===== src/rtl/demux_ctrl_pkg.sv =====
// Shared definitions for the demux-side control blocks: the state encoding
// and the destination-count relation N = 2**n.
package demux_ctrl_pkg;

  localparam logic ST_IDLE = 1'b0;
  localparam logic ST_SEND = 1'b1;

  typedef enum logic {
    IDLE = ST_IDLE,
    SEND = ST_SEND
  } state_t;

  // Number of destinations addressed by an n-bit select.
  function automatic int num_dst(input int n);
    return 1 << n;
  endfunction

endpackage


===== src/rtl/demux_1xN.sv =====
// 1-to-N demultiplexer: routes f onto output s when enabled, all other outputs low.
module demux_1xN
  import demux_ctrl_pkg::*;
#(
  parameter int n = 3
) (
  input  logic                    f,
  input  logic                    en,
  input  logic [n-1:0]            s,
  output logic [num_dst(n)-1:0]   y
);

  always_comb begin
    y = '0;
    if (en) begin
      y[s] = f;
    end
  end

endmodule


===== src/rtl/rr_picker.sv =====
// Round-robin pick: first set mask bit at or after ptr, wrapping modulo N.
module rr_picker
  import demux_ctrl_pkg::*;
#(
  parameter int n = 3
) (
  input  logic [num_dst(n)-1:0] mask,
  input  logic [n-1:0]          ptr,
  output logic [n-1:0]          idx,
  output logic                  found
);

  localparam int N = num_dst(n);

  logic [n-1:0] cand;

  // Scan offsets from farthest to nearest so the nearest hit wins.
  always_comb begin
    idx   = '0;
    found = 1'b0;
    cand  = '0;
    for (int j = N - 1; j >= 0; j--) begin
      cand = ptr + j[n-1:0];
      if (mask[cand]) begin
        idx   = cand;
        found = 1'b1;
      end
    end
  end

endmodule


===== src/rtl/demux_rr_dispatcher.sv =====
// One-word buffer that hands each input word to the next eligible destination
// in round-robin order, driving the demux select/enable until it is accepted.
module demux_rr_dispatcher
  import demux_ctrl_pkg::*;
#(
  parameter int n = 3,
  parameter int W = 8
) (
  input  logic                  clk,
  input  logic                  rst,
  input  logic                  in_valid,
  input  logic [W-1:0]          in_data,
  output logic                  in_ready,
  input  logic [num_dst(n)-1:0] dst_mask,
  input  logic [num_dst(n)-1:0] out_ready,
  output logic [num_dst(n)-1:0] out_valid,
  output logic [W-1:0]          out_data,
  output logic [n-1:0]          sel,
  output logic                  busy
);

  state_t       state;
  state_t       state_next;
  logic [n-1:0] ptr;
  logic [n-1:0] sel_q;
  logic [W-1:0] data_q;
  logic [n-1:0] pick_idx;
  logic         pick_found;
  logic         load;
  logic         deliver;

  rr_picker #(.n(n)) u_picker (
    .mask  (dst_mask),
    .ptr   (ptr),
    .idx   (pick_idx),
    .found (pick_found)
  );

  always_ff @(posedge clk) begin
    if (rst) begin
      state <= IDLE;
    end else begin
      state <= state_next;
    end
  end

  // An empty mask leaves nothing to pick, so the producer is stalled.
  always_comb begin
    state_next = state;
    in_ready   = 1'b0;
    load       = 1'b0;
    deliver    = 1'b0;
    case (state)
      IDLE: begin
        in_ready = pick_found && !rst;
        load     = in_valid && pick_found;
        if (load) begin
          state_next = SEND;
        end
      end
      SEND: begin
        deliver = out_ready[sel_q];
        if (deliver) begin
          state_next = IDLE;
        end
      end
    endcase
  end

  // The mask is consulted only at capture; the chosen sel is held until delivery.
  always_ff @(posedge clk) begin
    if (rst) begin
      ptr    <= '0;
      sel_q  <= '0;
      data_q <= '0;
    end else begin
      if (load) begin
        data_q <= in_data;
        sel_q  <= pick_idx;
      end
      if (deliver) begin
        ptr <= sel_q + 1'b1;
      end
    end
  end

  demux_1xN #(.n(n)) u_demux (
    .f  (1'b1),
    .en (state == ST_SEND),
    .s  (sel_q),
    .y  (out_valid)
  );

  assign busy     = (state == SEND);
  assign sel      = sel_q;
  assign out_data = data_q;

endmodule


===== config.mk =====
export PLATFORM = sky130hd
export DESIGN_NAME = demux_rr_dispatcher
export DESIGN_NICKNAME = d
export VERILOG_FILES = /design/src/rtl/demux_ctrl_pkg.sv /design/src/rtl/demux_1xN.sv /design/src/rtl/rr_picker.sv /design/src/rtl/demux_rr_dispatcher.sv
export SDC_FILE = /design/constraint.sdc
export NUM_CORES = 1
export LEC_CHECK = 0
export CAP_MARGIN = 10
export CORE_ASPECT_RATIO = 0.9
export CORE_MARGIN = 2
export CORE_UTILIZATION = 35
export DETAILED_ROUTE_END_ITERATION = 10
export HOLD_SLACK_MARGIN = 0.02
export PLACE_DENSITY = 0.68
export SYNTH_ARGS = -nofsm -noshare
export SYNTH_HDL_FRONTEND = slang
export SYNTH_SLANG_ARGS = --single-unit

===== constraint.sdc =====
create_clock -name clk -period 7.4 [get_ports clk]
set_input_delay 1.48 -clock clk [delete_from_list [all_inputs] [get_ports clk]]
set_output_delay 1.48 -clock clk [all_outputs]
set_load 0.02 [all_outputs]

### Word-level counts from Yosys, hierarchy flattened

Index checks and enable logic that the tools add are counted.

| storage, ports and cells | value |
|---|---|
| output and inout port bits | 21 |
| flip-flop bits (word level) | 15 |
| logic and storage cells | 70 |

| operators by class | value |
|---|---|
| muxes and demuxes | 43 |
| order comparisons | 10 |
| add/sub/neg operators | 8 |
| reduce and logical (&&, ||, !) cells | 4 |
| bitwise operators | 1 |

Operators by type and width:

| operator | number |
|---|---|
| less-than comparator 3 x 4 -> 1 bit (second input constant) | 9 |
| binary-select mux 1 bit (select 3 bit) | 9 |
| 2-to-1 mux 3 bit | 8 |
| 2-to-1 mux 1 bit | 23 |
| adder 3 bit (second input constant) | 4 |
| 2-to-1 mux 8 bit | 1 |
| adder 3 x 1 -> 3 bit (second input constant) | 2 |
| adder 3 x 2 -> 3 bit (second input constant) | 2 |
| demux 1 bit (select 3 bit) | 1 |
| greater-or-equal comparator 3 x 1 -> 1 bit (second input constant) | 1 |
| logical AND 1 bit | 3 |
| one-hot mux 1 bit (2 select lines) | 1 |
| logical NOT 1 bit | 1 |
| NOT 1 bit | 1 |

### Longest topological paths before layout

Gate-level depths: netlist (run 1).

| logic depth | value |
|---|---|
| depth after elaboration | 14 |
| mapped depth | 13 |
| depth with buffers taken out | 8 |

### By module

Synthesis (run 1) repeated with hierarchy kept, for this count alone.

| unflattened totals | value |
|---|---|
| cell total of the unflattened synthesis | 171 |
| area total of the unflattened synthesis | 1550.2 sq um |

By module, submodules not included:

| module | area each (sq um) | cells each | instances |
|---|---|---|---|
| rr_picker | 782.0 | 90 | 1 |
| demux_rr_dispatcher | 700.7 | 67 | 1 |
| demux_1xN | 67.6 | 14 | 1 |

### Least setup slack after synthesis (run 1)

OpenSTA, ideal clock, no wires.

| timing | value |
|---|---|
| kind | input to output |
| start | input port dst_mask[3] |
| end | output port in_ready |
| stages on the path | 3 |
| path slack | 3.842 ns |
| buffers on the path | 0 |
| data arrival time | 2.078 ns |
| cells stage by stage | nor4_1 > a21oi_1 > nor2b_1 |

| on the way | value |
|---|---|
| cells in the longest elaborated chain, start to end | 12 |
| elaborated cells on any way between the ends | 26 |
| those cells by class | 25 x mux; 1 x reduce/logical |

Ends and longest elaborated chain:

| element | RTL line | source |
|---|---|---|
| from (decl) | demux_rr_dispatcher.sv:14 | `input logic [num_dst(n)-1:0] dst_mask,` |
| binary-select mux 1 bit (select 3 bit) | rr_picker.sv:24 | `if (mask[cand]) begin` |
| 2-to-1 mux 1 bit (not written as such) | rr_picker.sv:24 |  |
| 2-to-1 mux 1 bit (7 in a row) | rr_picker.sv:24 |  |
| 2-to-1 mux 1 bit * | rr_picker.sv:24 |  |
| logical AND 1 bit * | demux_rr_dispatcher.sv:55 | `in_ready = pick_found && !rst;` |
| 2-to-1 mux 1 bit * | demux_rr_dispatcher.sv:53 | `case (state)` |
| to (decl) | demux_rr_dispatcher.sv:13 | `output logic in_ready,` |

Mark *: on every way between the ends. The rest lies on a longest branch, timed or not. The select of a mux whose other input is x is not followed.

### Worst setup path in the final report (run 1)

| timing | value |
|---|---|
| start | input port dst_mask[1] |
| end | output port in_ready |

The elaborated chain is that of the path after synthesis.

==> results of run 1 <==
==> power by group through the flow <==
stage               clock network (mW)  registers, mW  logic [mW]
global placement                     0          0.104       0.231
detailed placement                   0          0.104       0.230
floorplan                            0          0.103       0.178
CTS                             0.0676          0.102       0.232
finish                          0.0655          0.102       0.231
global route                    0.0727          0.104       0.253
==> area by class of cell <==
| class | count | area share, % |
|---|---|---|
| inverters | 9 | 1.546 |
| flip-flops and latches | 15 | 13.75 |
| well taps | 62 | 3.551 |
| clock buffers | 4 | 2.062 |
| repair buffers | 48 | 21.88 |
| multi-input cells | 149 | 57.22 |
==> cell families after synthesis <==
family / count (synthesis) / synth area share [%]
simple gates: 63 / 18.52
mux: 43 / 34.48
compound gates: 37 / 16.94
buf+inv: 23 / 7.121
flops: 15 / 17.99
xor+xnor: 3 / 2.699
fa+ha+maj: 3 / 2.249
==> worst max-delay path, delay by kind of cell <==
| family | cells | cell delay, ns |
|---|---|---|
| buffers and inverters | 2 | 1.12 |
| and+or+nand+nor | 2 | 0.59 |
| AOI/OAI and AO/OA | 1 | 0.15 |
==> per-stage QoR <==
step	setup slack, ns	std cells	util, %	hold slack, ns
finish	2.570	287	48.35	0.4899
global route	2.393	287	48.35	0.5323
CTS	2.563	287	48.35	0.4982
detailed placement	2.572	283	47.36	0.4875
global placement	2.610	283	47.36	0.4759
floorplan	3.842	187	-	0.5902
==> placed cells by master (no fill, tap or decap), types with 2 or more instances in the layout <==
master and count:
sky130_fd_sc_hd__a211oi_1 2, sky130_fd_sc_hd__a21oi_1 8, sky130_fd_sc_hd__a221oi_1 3, sky130_fd_sc_hd__a31oi_1 3, sky130_fd_sc_hd__clkbuf_8 3, sky130_fd_sc_hd__clkdlybuf4s50_1 47
sky130_fd_sc_hd__dfxtp_1 15, sky130_fd_sc_hd__ha_1 3, sky130_fd_sc_hd__inv_1 7, sky130_fd_sc_hd__mux2_2 8, sky130_fd_sc_hd__mux2i_1 22, sky130_fd_sc_hd__mux4_2 10
sky130_fd_sc_hd__nand2_1 11, sky130_fd_sc_hd__nand2b_1 4, sky130_fd_sc_hd__nand3_1 4, sky130_fd_sc_hd__nand3b_1 4, sky130_fd_sc_hd__nor2_1 22, sky130_fd_sc_hd__nor3_1 6
sky130_fd_sc_hd__nor3b_1 4, sky130_fd_sc_hd__nor4_1 2, sky130_fd_sc_hd__o21a_1 3, sky130_fd_sc_hd__o21ai_0 2, sky130_fd_sc_hd__o21ai_1 2, sky130_fd_sc_hd__or3_1 2
==> how the worst max path moves through the flow <==
stage	startpoint	to	slack, ns	cells after the start
global route	dst_mask[1]	in_ready	2.39	5
detailed placement	dst_mask[1]	in_ready	2.57	5
finish	dst_mask[1]	in_ready	2.57	5
CTS	dst_mask[1]	in_ready	2.56	5
floorplan	dst_mask[3]	in_ready	3.84	3
global placement	dst_mask[1]	in_ready	2.61	5
==> per-layer routing <==
| metal | vias to the layer above | share of wire, % | global-route usage [%] |
|---|---|---|---|
| met3 | 2 | 4.3 | 2.865 |
| met4 | 0 | 0.51 | 2.424 |
| met5 | - | 0 | 0 |
| li1 | 779 | - | - |
| met2 | 42 | 48 | 24.95 |
| met1 | 743 | 47 | 23.59 |
==> registers in the layout (all words and copies together), names as in the netlist <==
register,flops
sel,3
out_data,8
ptr,3
busy,1
==> results summary, run 1 <==
The run finished with clean final reports. The routed wirelength normalized by instance count is 14.31 um. The vertical die dimension came out at 69.52 um. Counting flops with an async set or reset pin after synthesis yields a share of 0%. The startpoint identified for the worst register-to-register timing path is ptr[1]. Net switching is 39.66% of the power. The total net switching power came out at 0.1582 mW. The fraction of layout instances using a drive strength above 1 came out at 13.33%. Traced cell by cell, the critical path runs through clkdlybuf4s50_1, nor4_1, a21oi_1, nor2b_1, clkdlybuf4s50_1. The die is 76.79 um wide.

The clock network burns 16.4% of the power. The flop-to-flop setup slack is 3.97 ns. The worst hold path endpoint is out_data[7]. The area of the mapped netlist came out at 1669 um2. The tree is rooted in a sky130_fd_sc_hd__clkbuf_8. The flip-flop and latch count after synthesis is 15. The signal arrival time at the worst endpoint came out at 3.35 ns. The setup path with the least slack is of type primary input to output pin. The CTS H-tree depth is 1. The logic gate share of total power is 58.0%. The final routed DRC violation total is 0. The cell internal power dissipation came out at 0.2407 mW. The first global-routing pass estimated 7169 um of wire.

The number of standard cells after synthesis is 187. Of all nets on the critical path, the largest fanout is 9. Of all cell types, the one taking the most synthesized area is sky130_fd_sc_hd__dfxtp_1.

The number of nets in the layout came out at 256. The most numerous cell type found on the critical path is sky130_fd_sc_hd__clkdlybuf4s50_1. In the post-synthesis netlist, the biggest area contributors are sky130_fd_sc_hd__dfxtp_1 18%, sky130_fd_sc_hd__mux4_2 13%, sky130_fd_sc_hd__mux2i_1 13%. The number of nets in the synthesized netlist is 217. The area overhead of the layout relative to synthesis came out at 30.88%.

CTS saw 15 sinks. The final wirelength came out at 4108 um. After clock tree synthesis, the clock-pin slew on the worst setup and hold paths is 0.06 ns. The placeable core area came out at 4518 um2. STA classifies the critical path startpoint as a primary input.

The top-level port count is 48. The reported leakage power came out at 0.8163 nW. The combined global-route utilization of all metal layers is 16.05%.

Using the TritonRoute via totals, the vias-per-cell ratio works out to 5.456. For the worst-skew pair, the clock arrives at the later sink with an insertion delay of 0.24 ns. In this run, flip-flops and latches consume 25.6% of the power. The number of DRC markers after the initial detailed-route iteration is 74. In this design, the stage delay of the slowest critical-path cell is 0.56 ns. In this run, post-CTS hold repair placed 0 buffers. The worst hold path begins at out_data[7]. The portion of the clock cycle consumed by the worst path in the final layout is 65.27%.

The worst hold path depth is 2. After routing the design area is 2185 um2. In this run the cell area measured after placement is 2140 um2. The starting density of the core came out at 36.94%. The register area came out at 300.3 um2. The hold violation total from the final report came out at 0.

The worst slew slack as a fraction of its limit is 52.64%. The endpoint required time on the critical path came out at 5.92 ns. The logic depth of the worst register-to-register path came out at 8.

Counting instances in the post-synthesis netlist gives the leading cell types as 22 x sky130_fd_sc_hd__mux2i_1, 22 x sky130_fd_sc_hd__nor2_1, 15 x sky130_fd_sc_hd__dfxtp_1, 11 x sky130_fd_sc_hd__nand2_1, 10 x sky130_fd_sc_hd__mux4_2. The detailed-routing iteration count for the pre-antenna-repair pass is 4. The power per cell area is 182.6 nW/um2. Dividing the synthesized area by the synthesized cell count gives 8.926 um2.

The via count of the first global-routing pass is 1,451. Post-CTS repair changed the size of 0 cells. The total of fill cells in the finished design came out at 441. The maximum number of pins on one net before global-route repair is 26. The number of different library cells in the post-synthesis netlist is 53. The initialized floorplan defines 23 standard-cell rows. For the final database, setup skew stands at 0.002842 ns. The most used flip-flop cell after synthesis is sky130_fd_sc_hd__dfxtp_1. The number of antenna violations at the first check in global routing came out at 0. The shortest clock period the worst path allows after layout is 4.830 ns. The slew at the pin with the worst max-slew slack came out at 0.7094 ns. The global-route congestion overflow total is 0.

In this run the worst hold path is classified as flop to flop. The top-area cell type share of the netlist area came out at 17.99%. The total power of the final layout came out at 0.3989 mW. Static timing analysis puts the maximum clock frequency at 207.0 MHz. The final setup TNS came out at 0 ns.

The number of maximum-capacitance violations is 0. Setup repair after global routing left no endpoint under its margin. The final count of pins violating max slew came out at 0. The number of enable flip-flop cells after synthesis came out at 0. The multi-input combinational cells in the finished layout cover a total of 1250 um2. The total of buffers placed on input and output ports is 47.

The last weighted congestion value of the routability-driven placer is 0.8113. The number of antenna diodes in the final layout is 0. The die area is 5338 um2.

During synthesis, Yosys emitted a total of 0 warnings. The maximum vdd ir drop is 0.1072 mV. The number of buffers added for setup after CTS came out at 0. The detail route stage leaves a number of antenna-violating nets equal to 0.

The clock tree from TritonCTS is yes. The endpoint kind of the worst setup timing path is an output pin. Detailed placement finished with a half-perimeter wire length of 3122 um. After synthesis, flip-flops and latches occupy 17.99% of the total area. The number of vias after detailed routing came out at 1,566. The clock passes through at most 2 buffers. The total CTS buffers is 3. The slowest stage of the critical path is the sky130_fd_sc_hd__clkdlybuf4s50_1 cell.

In this run the critical register-to-register path is captured at sel[1]. The total setup violations reported at the end of the flow is 0.
(Power assumes the default switching activity.)
==> run 2: changes to the inputs <==
==> constraint.sdc (replaced) <==
create_clock -name clk -period 4.8 [get_ports clk]
set_input_delay 0.96 -clock clk [delete_from_list [all_inputs] [get_ports clk]]
set_output_delay 0.96 -clock clk [all_outputs]
set_load 0.02 [all_outputs]
==> results summary, run 2 (same netlist as run 1, synthesis figures left out) <==
Result of the run: finished clean (unchanged). The cell with the largest stage delay on the worst path is sky130_fd_sc_hd__clkdlybuf4s50_1 (unchanged). The number of buffers added for setup after CTS is 0 (unchanged). The antenna diode count is 0 (unchanged).

Commonest non-fill, non-tap cells in the layout: 47 x sky130_fd_sc_hd__clkdlybuf4s50_1, 22 x sky130_fd_sc_hd__nor2_1, 22 x sky130_fd_sc_hd__mux2i_1 (unchanged). The global-route congestion overflow total came to 0 (unchanged). The total of buffers placed on input and output ports is 47 (unchanged). The startpoint of the worst-slack reg-to-reg timing path is ptr[1] (unchanged). The timing startpoint of the critical path is dst_mask[1] (unchanged).

The routed wirelength normalized by instance count came out at 14.39 um (was 14.31 um). The number of antenna violations at the first check in global routing was 0 (unchanged). The number of maximum-capacitance violations is 0 (unchanged).

The detailed-route vias per instance came to 5.493 (was 5.456). The hold violation total from the final report is 0 (unchanged). The total setup violations reported at the end of the flow came out at 0 (unchanged). The endpoint kind of the worst setup timing path is an output pin (unchanged).

The reported leakage power was 0.8238 nW (was 0.8163 nW). The clock latency on the worst-skew pair is 0.25 ns (was 0.24 ns). The maximum fanout along the worst path came out at 9 (unchanged).

The logic gate share of total power was 58.0% (about the same). The worst slew slack as a fraction of its limit was 52.06% (was 52.64%). The maximum clock path buffer count came out at 2 (unchanged). The path class of the lowest-slack min-delay path is flop to flop (unchanged).

The clock tree from TritonCTS is yes (unchanged). The total net switching power is 0.2444 mW (was 0.1582 mW). The final count of pins violating max slew is 0 (unchanged). The placeable core area was 4518 um2 (unchanged).

The most frequent cell on the critical path is sky130_fd_sc_hd__clkdlybuf4s50_1 (unchanged). The category of the worst setup path launch point is a primary input (unchanged). The portion of the clock cycle consumed by the worst path in the final layout came out at 78.19%.

The part of the power in the clock network is 16.4% (about the same). The last weighted congestion value of the routability-driven placer was 0.8692 (was 0.8113). The number of nets still failing antenna checks after routing is 0 (unchanged).

The capture instance of the worst register-to-register path is sel[1] (unchanged). The post-DP HPWL was 3171 um (was 3122 um). The flop-to-flop setup slack is 1.34 ns (was 3.97 ns). The number of vias after detailed routing came to 1,582 (was 1,566).

The logic depth of the worst register-to-register path came out at 8 (unchanged). The slew at the pin with the worst max-slew slack is 0.7180 ns (was 0.7094 ns). The signal arrival time at the worst endpoint is 2.79 ns (was 3.35 ns). The worst hold path endpoint is out_data[3] (was out_data[7]). The utilization after layout is 48.55% (was 48.35%).

The power per cell area is 280.3 nW/um2 (was 182.6 nW/um2). The maximum number of pins on one net before global-route repair came to 26 (unchanged). The fraction of layout instances using a drive strength above 1 is 14.16% (was 13.33%). The number of DRC markers after the initial detailed-route iteration came out at 100 (was 74). The critical path class is primary input to output pin (unchanged). The shortest clock period the worst path allows after layout came out at 3.753 ns. The delay of the slowest cell on the worst path is 0.56 ns (about the same). The gate family responsible for the most delay along the worst path is buffers and inverters (unchanged). The most common cell after layout, fill and taps aside is sky130_fd_sc_hd__clkdlybuf4s50_1 (unchanged). The top-level port count came out at 48 (unchanged).

The register share of total power is 25.6% (about the same). The die area is 5338 um2 (unchanged). Critical path, cell by cell: clkdlybuf4s50_1, nor4_1, a21oi_1, nor2b_1, clkdlybuf4s50_1 (unchanged). The fraction of power spent switching nets came to 39.76% (was 39.66%). The starting density of the core is 36.94% (unchanged). The combined global-route utilization of all metal layers came out at 15.97% (was 16.05%). The final setup TNS is 0 ns (unchanged). The buffer type at the clock tree root is sky130_fd_sc_hd__clkbuf_8 (unchanged). The die width came out at 76.79 um (unchanged). The number of flip-flops under the largest register name came out at 8 (unchanged).

The number of standard cells in the final layout excluding fillers was 288 (was 287). The worst path buffer plus inverter count came out at 2 (unchanged). The worst hold-check slack is 0.4994 ns (was 0.4899 ns). The total power of the final layout is 0.6147 mW (was 0.3989 mW). Setup repair after global routing missed its margin: false (unchanged). The worst setup skew after layout came out at 0.002617 ns (was 0.002842 ns). The total instance count after detailed placement came to 284 (was 283).

The cell internal power dissipation came out at 0.3703 mW (was 0.2407 mW). The worst hold path depth is 2 (unchanged). The upper clock frequency limit came out at 266.4 MHz. The wire length of the first global-routing pass is 7148 um (was 7169 um). The number of sinks driven by the clock tree is 15 (unchanged). The number of standard-cell rows in the floorplan came out at 23 (unchanged).

The number of buffers added to fix hold violations after cts is 0 (unchanged). The startpoint of the lowest-slack hold path is out_data[3] (was out_data[7]). The clock-pin slew reported for the worst setup and hold paths after clock tree synthesis is 0.06 ns (about the same). The maximum vdd ir drop is 0.1580 mV (was 0.1072 mV). The count of cells resized by post-cts repair came out at 0 (unchanged). The via count of the first global-routing pass came out at 1,463 (was 1,451). The detailed-routing iteration count for the pre-antenna-repair pass was 4 (unchanged).

The number of nets in the layout came to 257 (was 256). The final wirelength is 4145 um (was 4108 um). The area overhead of the layout relative to synthesis came out at 31.41% (was 30.88%). The vertical die dimension was 69.52 um (unchanged). The endpoint required time on the critical path came out at 3.84 ns (was 5.92 ns). The total CTS buffers is 3 (unchanged). The final routed DRC violation total is 0 (unchanged).

The CTS H-tree depth was 1 (unchanged).
## run 2: changes by cell type in the layout (fill, tap and decap cells not counted), sizes merged
cell / previous run / this run
clkinv: 1 / 2
clkbuf: 4 / 3
buf: 1 / 2
## run 2: area by class of cell
| cell class | count | area, um2 |
|---|---|---|
| Sequential cell | 15 | 300.3 |
| Inverter | 9 | 33.78 |
| Multi-Input combinational cell | 149 | 1250 |
| Timing Repair Buffer | 49 | 485.5 |
| Clock buffer | 3 | 41.29 |
| Fill cell | 455 | 2325 |
| Clock inverter | 1 | 5.005 |
| Tap cell | 62 | 77.57 |
## run 2: worst max path at each step
stage	to	cells after the start
after floorplan	sel[1]	12
after global placement	in_ready	5
after detailed placement	in_ready	5
after CTS	in_ready	5
after global routing	in_ready	5
final	in_ready	5
## run 2: power groups by stage
stage | sequential [mW] | clock (mW) | combinational, mW
floorplan | 0.158 | 0 | 0.275
detailed placement | 0.160 | 0 | 0.356
global placement | 0.160 | 0 | 0.356
CTS | 0.157 | 0.106 | 0.358
global route | 0.160 | 0.113 | 0.391
finish | 0.157 | 0.101 | 0.356
## run 2: per-stage QoR
step	instance area [um2]	worst slack, ns
2_1_floorplan	1669	2.077
3_3_place_gp	2147	1.103
3_5_place_dp	2147	1.065
4_1_cts	2193	1.062
5_1_grt	2193	0.9308
6_report	2193	1.047
## run 2: tightest hold or removal path: stages (launching register included)
cell and delay, ns:
sky130_fd_sc_hd__dfxtp_1 0.32, sky130_fd_sc_hd__mux2i_1 0.07, sky130_fd_sc_hd__nor2_1 0.07
## run 2: layer usage
metal	wire length, um	track usage (%)	vias up	part of all wire [%]
li1	-	-	786	-
met1	1908	22.91	754	46
met2	2028	25.63	38	49
met3	176	2.344	4	4.2
met4	31	3.030	0	0.75
met5	0	0	-	0
